===== src/rtl/input_vc_buffer.sv =====
// Per-VC router input stage: flit FIFO plus IDLE/VA/ACTIVE packet tracker feeding VC and switch allocation.
// Define IBUF_ERR_CHECK_EN to build the sticky protocol-error flag; otherwise error_o is tied low.
module input_vc_buffer #(
   parameter int BUFFER_SIZE = 8,
   parameter int VC_SIZE     = 1,
   parameter int DATA_SIZE   = 32,
   parameter int FLIT_SIZE   = 2 + 3 + VC_SIZE + DATA_SIZE
) (
   input  logic                 clk,
   input  logic                 rst,
   input  logic [FLIT_SIZE-1:0] data_i,
   input  logic                 valid_flit_i,
   input  logic                 read_i,
   input  logic [VC_SIZE-1:0]   vc_new_i,
   input  logic                 vc_valid_i,
   output logic                 vc_request_o,
   output logic [2:0]           out_port_o,
   output logic                 switch_request_o,
   output logic [FLIT_SIZE-1:0] data_o,
   output logic                 is_full_o,
   output logic                 is_empty_o,
   output logic                 error_o
);

   localparam int PTR_W = $clog2(BUFFER_SIZE);
   localparam int CNT_W = PTR_W + 1;
   localparam int VC_LSB = DATA_SIZE;
   localparam logic [CNT_W-1:0] FULL_CNT = CNT_W'(BUFFER_SIZE);
   localparam logic [CNT_W-1:0] CNT_ONE  = CNT_W'(1);
   localparam logic [CNT_W-1:0] CNT_ZERO = CNT_W'(0);
   localparam logic [PTR_W-1:0] PTR_ONE  = PTR_W'(1);
   localparam logic [PTR_W-1:0] PTR_ZERO = PTR_W'(0);

   localparam logic [1:0] HEAD     = 2'b00;
   localparam logic [1:0] TAIL     = 2'b10;
   localparam logic [1:0] HEADTAIL = 2'b11;
   localparam logic [2:0] LOCAL    = 3'd0;

   typedef enum logic [1:0] {
      IDLE   = 2'd0,
      VA     = 2'd1,
      ACTIVE = 2'd2
   } state_t;

   function automatic logic opens_packet(input logic [1:0] t);
      return (t == HEAD) || (t == HEADTAIL);
   endfunction

   function automatic logic closes_packet(input logic [1:0] t);
      return (t == TAIL) || (t == HEADTAIL);
   endfunction

   function automatic logic [1:0] flit_type(input logic [FLIT_SIZE-1:0] f);
      return f[FLIT_SIZE-1 -: 2];
   endfunction

   function automatic logic [2:0] flit_port(input logic [FLIT_SIZE-1:0] f);
      return f[FLIT_SIZE-3 -: 3];
   endfunction

   logic [FLIT_SIZE-1:0] mem_q [BUFFER_SIZE];
   logic [PTR_W-1:0]     wr_ptr_q, wr_ptr_d, rd_ptr_q, rd_ptr_d;
   logic [CNT_W-1:0]     count_q, count_d;
   state_t               state_q, state_d;
   logic [2:0]           out_port_q, out_port_d;
   logic [VC_SIZE-1:0]   vc_down_q, vc_down_d;
   logic                 full_s, empty_s, wr_en_s, pop_en_s;
   logic [FLIT_SIZE-1:0] head_s, next_head_s, data_s;

   assign full_s      = (count_q == FULL_CNT);
   assign empty_s     = (count_q == CNT_ZERO);
   assign pop_en_s    = read_i && (state_q == ACTIVE) && !empty_s;
   // A pop frees the slot the write needs, so a full FIFO still accepts a flit on a pop cycle.
   assign wr_en_s     = valid_flit_i && (!full_s || pop_en_s);
   assign head_s      = mem_q[rd_ptr_q];
   assign next_head_s = mem_q[rd_ptr_q + PTR_ONE];

   // FIFO pointer and occupancy next-state.
   always_comb begin
      wr_ptr_d = wr_en_s  ? (wr_ptr_q + PTR_ONE) : wr_ptr_q;
      rd_ptr_d = pop_en_s ? (rd_ptr_q + PTR_ONE) : rd_ptr_q;
      case ({wr_en_s, pop_en_s})
         2'b10:   count_d = count_q + CNT_ONE;
         2'b01:   count_d = count_q - CNT_ONE;
         default: count_d = count_q;
      endcase
   end

   // Packet state machine: out-port capture, downstream VC latch, end-of-packet handover.
   always_comb begin
      state_d    = state_q;
      out_port_d = out_port_q;
      vc_down_d  = vc_down_q;
      case (state_q)
         IDLE: begin
            if (wr_en_s && opens_packet(flit_type(data_i))) begin
               state_d    = VA;
               out_port_d = flit_port(data_i);
            end else begin
               state_d    = IDLE;
            end
         end
         VA: begin
            if (vc_valid_i) begin
               state_d   = ACTIVE;
               vc_down_d = vc_new_i;
            end else begin
               state_d   = VA;
            end
         end
         ACTIVE: begin
            if (pop_en_s && closes_packet(flit_type(head_s))) begin
               // The following head is either already queued or arriving into an emptied FIFO now.
               if (count_q > CNT_ONE) begin
                  if (opens_packet(flit_type(next_head_s))) begin
                     state_d    = VA;
                     out_port_d = flit_port(next_head_s);
                  end else begin
                     state_d    = IDLE;
                     out_port_d = LOCAL;
                  end
               end else if (wr_en_s && opens_packet(flit_type(data_i))) begin
                  state_d    = VA;
                  out_port_d = flit_port(data_i);
               end else begin
                  state_d    = IDLE;
                  out_port_d = LOCAL;
               end
            end else begin
               state_d = ACTIVE;
            end
         end
         default: begin
            state_d    = IDLE;
            out_port_d = LOCAL;
         end
      endcase
   end

   // Head flit with its VC field rewritten to the granted downstream VC.
   always_comb begin
      data_s = {FLIT_SIZE{1'b0}};
      if ((state_q == ACTIVE) && !empty_s) begin
         data_s = head_s;
         data_s[VC_LSB +: VC_SIZE] = vc_down_q;
      end else begin
         data_s = {FLIT_SIZE{1'b0}};
      end
   end

   // Control registers; reset drops every stored flit.
   always_ff @(posedge clk or negedge rst) begin
      if (!rst) begin
         wr_ptr_q   <= PTR_ZERO;
         rd_ptr_q   <= PTR_ZERO;
         count_q    <= CNT_ZERO;
         state_q    <= IDLE;
         out_port_q <= LOCAL;
         vc_down_q  <= {VC_SIZE{1'b0}};
      end else begin
         wr_ptr_q   <= wr_ptr_d;
         rd_ptr_q   <= rd_ptr_d;
         count_q    <= count_d;
         state_q    <= state_d;
         out_port_q <= out_port_d;
         vc_down_q  <= vc_down_d;
      end
   end

   // Flit storage.
   always_ff @(posedge clk) begin
      if (wr_en_s) begin
         mem_q[wr_ptr_q] <= data_i;
      end
   end

   assign vc_request_o     = (state_q == VA);
   assign switch_request_o = (state_q == ACTIVE) && !empty_s;
   assign out_port_o       = out_port_q;
   assign data_o           = data_s;
   assign is_full_o        = full_s;
   assign is_empty_o       = empty_s;

`ifdef IBUF_ERR_CHECK_EN
   logic pkt_open_q, pkt_open_d, error_q, err_event_s;
   logic [1:0] in_type_s;

   assign in_type_s = flit_type(data_i);

   // Write-side tracking of whether the newest packet still awaits its tail.
   always_comb begin
      pkt_open_d = pkt_open_q;
      if (wr_en_s && (in_type_s == HEAD)) begin
         pkt_open_d = 1'b1;
      end else if (wr_en_s && closes_packet(in_type_s)) begin
         pkt_open_d = 1'b0;
      end else begin
         pkt_open_d = pkt_open_q;
      end
   end

   assign err_event_s = (valid_flit_i && full_s && !pop_en_s)
                     || (valid_flit_i && (state_q == IDLE) && !opens_packet(in_type_s))
                     || (valid_flit_i && (state_q != IDLE) && opens_packet(in_type_s) && pkt_open_q);

   // Sticky error flag.
   always_ff @(posedge clk or negedge rst) begin
      if (!rst) begin
         pkt_open_q <= 1'b0;
         error_q    <= 1'b0;
      end else begin
         pkt_open_q <= pkt_open_d;
         error_q    <= error_q | err_event_s;
         if (err_event_s) begin
            $error("input_vc_buffer: protocol error (type %b, state %0d, count %0d)",
                   in_type_s, state_q, count_q);
         end
      end
   end

   assign error_o = error_q;
`else
   assign error_o = 1'b0;
`endif

endmodule

===== config.mk =====
export PLATFORM = sky130hd
export DESIGN_NAME = input_vc_buffer
export DESIGN_NICKNAME = d
export VERILOG_FILES = /design/src/rtl/input_vc_buffer.sv
export SDC_FILE = /design/constraint.sdc
export NUM_CORES = 1
export LEC_CHECK = 0
export BUFFER_PORTS_ARGS = -buffer_cell sky130_fd_sc_hd__buf_2
export CAP_MARGIN = 25
export CORE_ASPECT_RATIO = 0.9
export CORE_MARGIN = 2
export CORE_UTILIZATION = 52
export DETAILED_ROUTE_END_ITERATION = 6
export PLACE_DENSITY = 0.7
export SKIP_CTS_REPAIR_TIMING = 1
export SYNTH_ARGS = -nofsm -noshare
export SYNTH_HDL_FRONTEND = slang
export SYNTH_SLANG_ARGS = --single-unit

===== constraint.sdc =====
create_clock -name clk -period 6.3 [get_ports clk]
set_input_delay 0.315 -clock clk [delete_from_list [all_inputs] [get_ports clk]]
set_output_delay 0.315 -clock clk [all_outputs]
set_load 0.05 [all_outputs]

* Word-level counts from Yosys, hierarchy flattened
Memories as Yosys holds them, arrays and structs flattened. Cells that the tools add are included.
Storage, ports and cells: register bits after elaboration 16, bits in writable memories 304, memories 1
Cells by class: muxes and demuxes 16, bitwise gates (word level) 1, $add $sub $neg 4, eq/ne operators 11, reductions and logical operators 19, order comparisons 1
Memories:
- mem_q | depth 8, width 38, read ports 2, clocked after Yosys merged registers in 0, write ports 1, RTL line 61 | logic [FLIT_SIZE-1:0] mem_q [BUFFER_SIZE];
Operators with widths (count):
- 38-bit 2-to-1 mux | 1
- 3-bit 2-to-1 mux | 5
- 2-bit == test, second input constant | 6
- 3-bit one-hot mux with 3 select lines | 1
- 4-bit one-hot mux with 2 select lines | 1
- 3-bit by 1-bit adder with 3-bit output, second input constant | 2
- 1-bit logical AND | 6
- 2-bit logical NOT | 3
- 2-bit 2-to-1 mux | 3
- 2-bit one-hot mux with 3 select lines | 1
- 4-bit by 1-bit adder with 4-bit output, second input constant | 1
- 2-bit by 1-bit == test with 1-bit output, second input constant | 2
- 4-bit == test, second input constant | 1
- 4-bit by 1-bit greater-than comparator with 1-bit output, second input constant | 1
- 4-bit logical NOT | 1
- 1-bit logical OR | 4
- 1-bit 2-to-1 mux | 4
- 4-bit by 1-bit subtractor with 4-bit output, second input constant | 1
- 3-bit AND reduction | 1
- 1-bit logical NOT | 2
- 2-bit by 1-bit != test with 1-bit output, second input constant | 1
- 2-bit != test, second input constant | 1
- 2-bit AND reduction | 1
- 2-bit nonzero test | 1
- 1-bit inverter | 1

* Logic depth before layout (Yosys ltp)
depth after elaboration 10, gate-level depth with buffers 11

* Worst setup path before layout
No wires, ideal clock.
path kind reg-to-reg, from reg count_q[0], to mem mem_q[0][0] in the netlist's numbering (enable), cell stages (with the launch flop) 7, slack 679 ps, period minus slack after synthesis 5621 ps, arrival 5097 ps, required time 5777 ps, library setup time 523 ps, path buffers 0, cells stage by stage dfrtp_1 -> inv_1 -> ha_1 -> and3b_1 -> a21oi_1 -> inv_2 -> nor4_1
Between the ends: elaborated cells on any way between the ends 9, classes of those cells 1 x eq/ne; 2 x mux; 6 x reduce/logical
RTL lines:
- start: declaration | RTL line 63 | logic [CNT_W-1:0] count_q, count_d;
- start signal: assignment | RTL line 163 | count_q <= count_d;
- 4-bit == test | RTL line 70 | assign full_s = (count_q == FULL_CNT);
- net is_full_o | RTL line 20 | output logic is_full_o,
- 1-bit logical NOT | RTL line 74 | assign wr_en_s = valid_flit_i && (!full_s || pop_en_s);
- 1-bit logical OR | RTL line 74
- 1-bit logical AND | RTL line 74
- 1-bit 2-to-1 mux | RTL line 172 | if (wr_en_s) begin
- 1-bit 2-to-1 mux (implied by the code) | RTL line 173 | mem_q[wr_ptr_q] <= data_i;
- end: declaration | RTL line 61
The timed path passes the listed nets, and every way through them passes these cells.

* Worst setup path after layout
from reg rd_ptr_q[0], to out data_o[16]
Between the ends: longest elaborated chain between the ends 2
RTL lines:
- start: declaration | RTL line 62 | logic [PTR_W-1:0] wr_ptr_q, wr_ptr_d, rd_ptr_q, rd_ptr_d;
- start signal: assignment | RTL line 162 | rd_ptr_q <= rd_ptr_d;
- memory read 8 x 38 bit
- 38-bit 2-to-1 mux | RTL line 143 | if ((state_q == ACTIVE) && !empty_s) begin
- end: declaration | RTL line 19 | output logic [FLIT_SIZE-1:0] data_o,
No other way between the ends.

==> impl_metrics.yaml <==
synth:
  avgSynthCellArea_um2: 20.5
  synth_sequential_area_ratio_pct: 73.7
  synth_top_area_share_pct: 70.5
  synth_cell_types: 48
  synth_fp_nets: 666
  syn_inst: 615
  synth.most_common_cell: "edfxtp_1"
  yosys-top-cells-area: "edfxtp_1 (71%), mux4_2 (14%), mux2i_1 (3.4%), dfrtp_1 (3.2%), nor2_1 (1.3%)"
  synth_warnings: 0
  yosys.area.top_type: "edfxtp_1"
  async_flop_share_pct: 5.13
  syn_area_mm2: 0.0126
  synth_enable_flop_cells: 296
  ys.flop_type: "edfxtp_1"
  yosys_register_bits: 312
  netlist_top_cells_count: "edfxtp_1 (296), mux4_2 (79), nor2_1 (45), mux2i_1 (43), nand2_1 (18)"
placement:
  dp_hpwl_um: 13200
  io_buffers: 87
  routabilityCongestion: 0.816
critical_path:
  crit-reg2reg-launch: "rd_ptr_q[0]"
  slowest_stage: "dfrtp_4"
  cp.required_ns: 5.98
  worst_ep_arrival_time_ns: 2.95
  cp_max_fo: 33
  crit_type: "reg -> out"
  crit_path_start: "rd_ptr_q[0]"
  crit_path_end_kind: "primary output"
  cpPeakStageDelay_ns: 0.63
  critPathLaunchType: "register"
  path_cells: "buf_4 -> mux4_2 -> mux2i_1 -> nor2_1 -> buf_2"
flow_run:
  drv_cap: 0
pwr:
  clkPwrFrac_pct: 26.2
  peakVddDrop_uv: 312
  pwr-share-comb_pct: 33.3
  p_per_area_mw_per_mm2: 480
  power.leakage_nw: 4.97
  switchingPower_mw: 2.31
  power.internal_mw: 4.65
  design_power_total_mw: 6.96
  power_frac_seq_pct: 40.5
  sw_frac_of_total_pct: 33.2
finish:
  nets: 769
  layout-drive-gt1-share_pct: 33.4
  fillers: 1713
  syn_to_final_growth_pct: 15.0
route:
  dr_wl_met2_um: 12100
  drt_iter0_drc: 463
  finalWirelength_um: 24700
  drc: 0
  routed-via-count: 6182
  top_layer_used: "met4"
  wl_met1_um: 10700
  viasPerCell: 5.89
  detail_route.first_pass.iterations: 5
  ant_nets: 0
  met3WireLength_um: 1390
  routedWlPerCell_um: 23.5
floorplanning:
  core_area_mm2: 0.0241
  rows: 54
  initial_core_util_pct: 52.4
  ioPinCount: 90
  die_area_mm2: 0.0255
  die_y_um: 152
  fp.dieW_um: 168
global_routing:
  grt_pass1_vias: 6461
  grt_pass1_wl_um: 38000
  grt-ovfl-total: 0
  grt.total_usage_pct: 19.9
  antenna_found_initial: 1
  grt_max_degree: 57
sta:
  worst_slew_pin_slew_ns: 0.940
  hold_ws_ns: 0.0144
  setup_viol: 0
  finalHoldViolations: 0
  max_slew_margin_pct: 36.9
  period_needed_ns: 3.27
  fin_crit_sh_pct: 51.8
  slew_violations: 0
  rsz0062_at_grt: "no"
  fmax_mhz: 306
  skew_ns: 0.0293
  tns_ns: 0
cts:
  htree_levels: 1
  cts_buffer_depth: 3
  cts_tree: "done"
  clk_latency_ns: 0.57
  clkTransAtPathRegs_ns: 0.06
  cts_buffers: 30
  root_buffer: "clkbuf_16"
  cts.sinks: 312
outcome:
  status: "completed"
min_path:
  hp-class: "in -> reg"
  hp-start: "data_i[9]"
cell families after synthesis:
kind of cell	Yosys count	synth area share [%]
other	1	0.0298
DFF	312	73.7
and+or+nand+nor	94	3.50
xor gates and xnor gates	12	0.983
adders and majority gates	7	0.695
AOI/OAI and AO/OA	21	1.17
muxes	128	18.4
buffers and inverters	40	1.48
final cells by class:
| cell class | instances | area (um^2) | share of cell area, % |
|---|---|---|---|
| repair buffers | 101 | 583 | 4.02 |
| well taps | 308 | 385 | 2.66 |
| diodes | 1 | 2.50 | 0.0173 |
| multi-input cells | 263 | 3180 | 21.9 |
| inverters | 10 | 37.5 | 0.259 |
| clock buffers | 35 | 769 | 5.31 |
| flip-flops and latches | 312 | 9300 | 64.2 |
| clock inverters | 19 | 234 | 1.62 |
cell usage in the layout (no fill, tap or decap), drive strengths merged, types with 2 or more instances in the layout:
| cell | instances |
|---|---|
| a211oi | 2 |
| xnor2 | 5 |
| and3 | 3 |
| nor2 | 45 |
| clkbuf | 35 |
| ha | 7 |
| inv | 12 |
| o21ai | 7 |
| edfxtp | 296 |
| dfrtp | 16 |
| a311oi | 2 |
| xor2 | 7 |
| nand2b | 3 |
| nand3 | 3 |
| a21oi | 4 |
| nand3b | 2 |
| nor2b | 3 |
| nand2 | 18 |
| buf | 100 |
| bufinv | 5 |
| mux2i | 43 |
| mux4 | 82 |
| nor3b | 3 |
| mux2 | 3 |
| clkinv | 12 |
| nor3 | 6 |
path summary, 6_finish.rpt:
kind / cells after the start / slack, ns / end
setup / recovery: 5 / 3.03 / data_o[16]
hold / removal: 1 / 0.01 / mem_q[3][9]
setup reg to reg: 7 / 3.31 / state_q[0]
hold reg to reg: 1 / 0.53 / count_q[3]
max in group asynchronous: 2 / 5.76 / rd_ptr_q[1]
min in group asynchronous: 2 / 0.23 / count_q[1]
power by group through the flow:
stage | Sequential, mW | Clock (mW) | Combinational (mW)
final | 2.82 | 1.82 | 2.32
after global routing | 2.86 | 1.94 | 2.49
after detailed placement | 2.94 | 0 | 2.25
after global placement | 2.95 | 0 | 2.16
after CTS | 2.90 | 1.86 | 2.26
after floorplan | 2.79 | 0 | 1.82
worst max-delay path, delay by kind of cell, from the launching register on:
kind | cells | cell delay, ns
buffers and inverters | 2 | 0.87
DFF | 1 | 0.63
muxes | 2 | 0.77
and+or+nand+nor | 1 | 0.11
metrics by stage:
step / util [%] / cell area, um^2 / setup WS (ns) / cells
2_1_floorplan: - / 12600 / 0.679 / 615
3_3_place_gp: 55.8 / 13400 / 2.83 / 991
3_5_place_dp: 55.9 / 13400 / 2.74 / 992
4_1_cts: 60.1 / 14400 / 2.36 / 1046
5_1_grt: 60.2 / 14500 / 2.83 / 1048
6_report: 60.2 / 14500 / 3.03 / 1049
per-layer routing:
metal  vias up  global-route usage [%]
met5         -                       0
met4         0                    4.66
met3        41                    3.61
met2       178                    33.9
met1      3248                    27.4
li1       2715                       -
registers in the layout, indices dropped and copies added (netlist names):
name / cells
mem_q: 296
count_q: 4
rd_ptr_q: 3
out_port_o: 3
state_q: 2
vc_down_q: 1
wr_ptr_q: 3
Power figures use the tool's default switching activity.
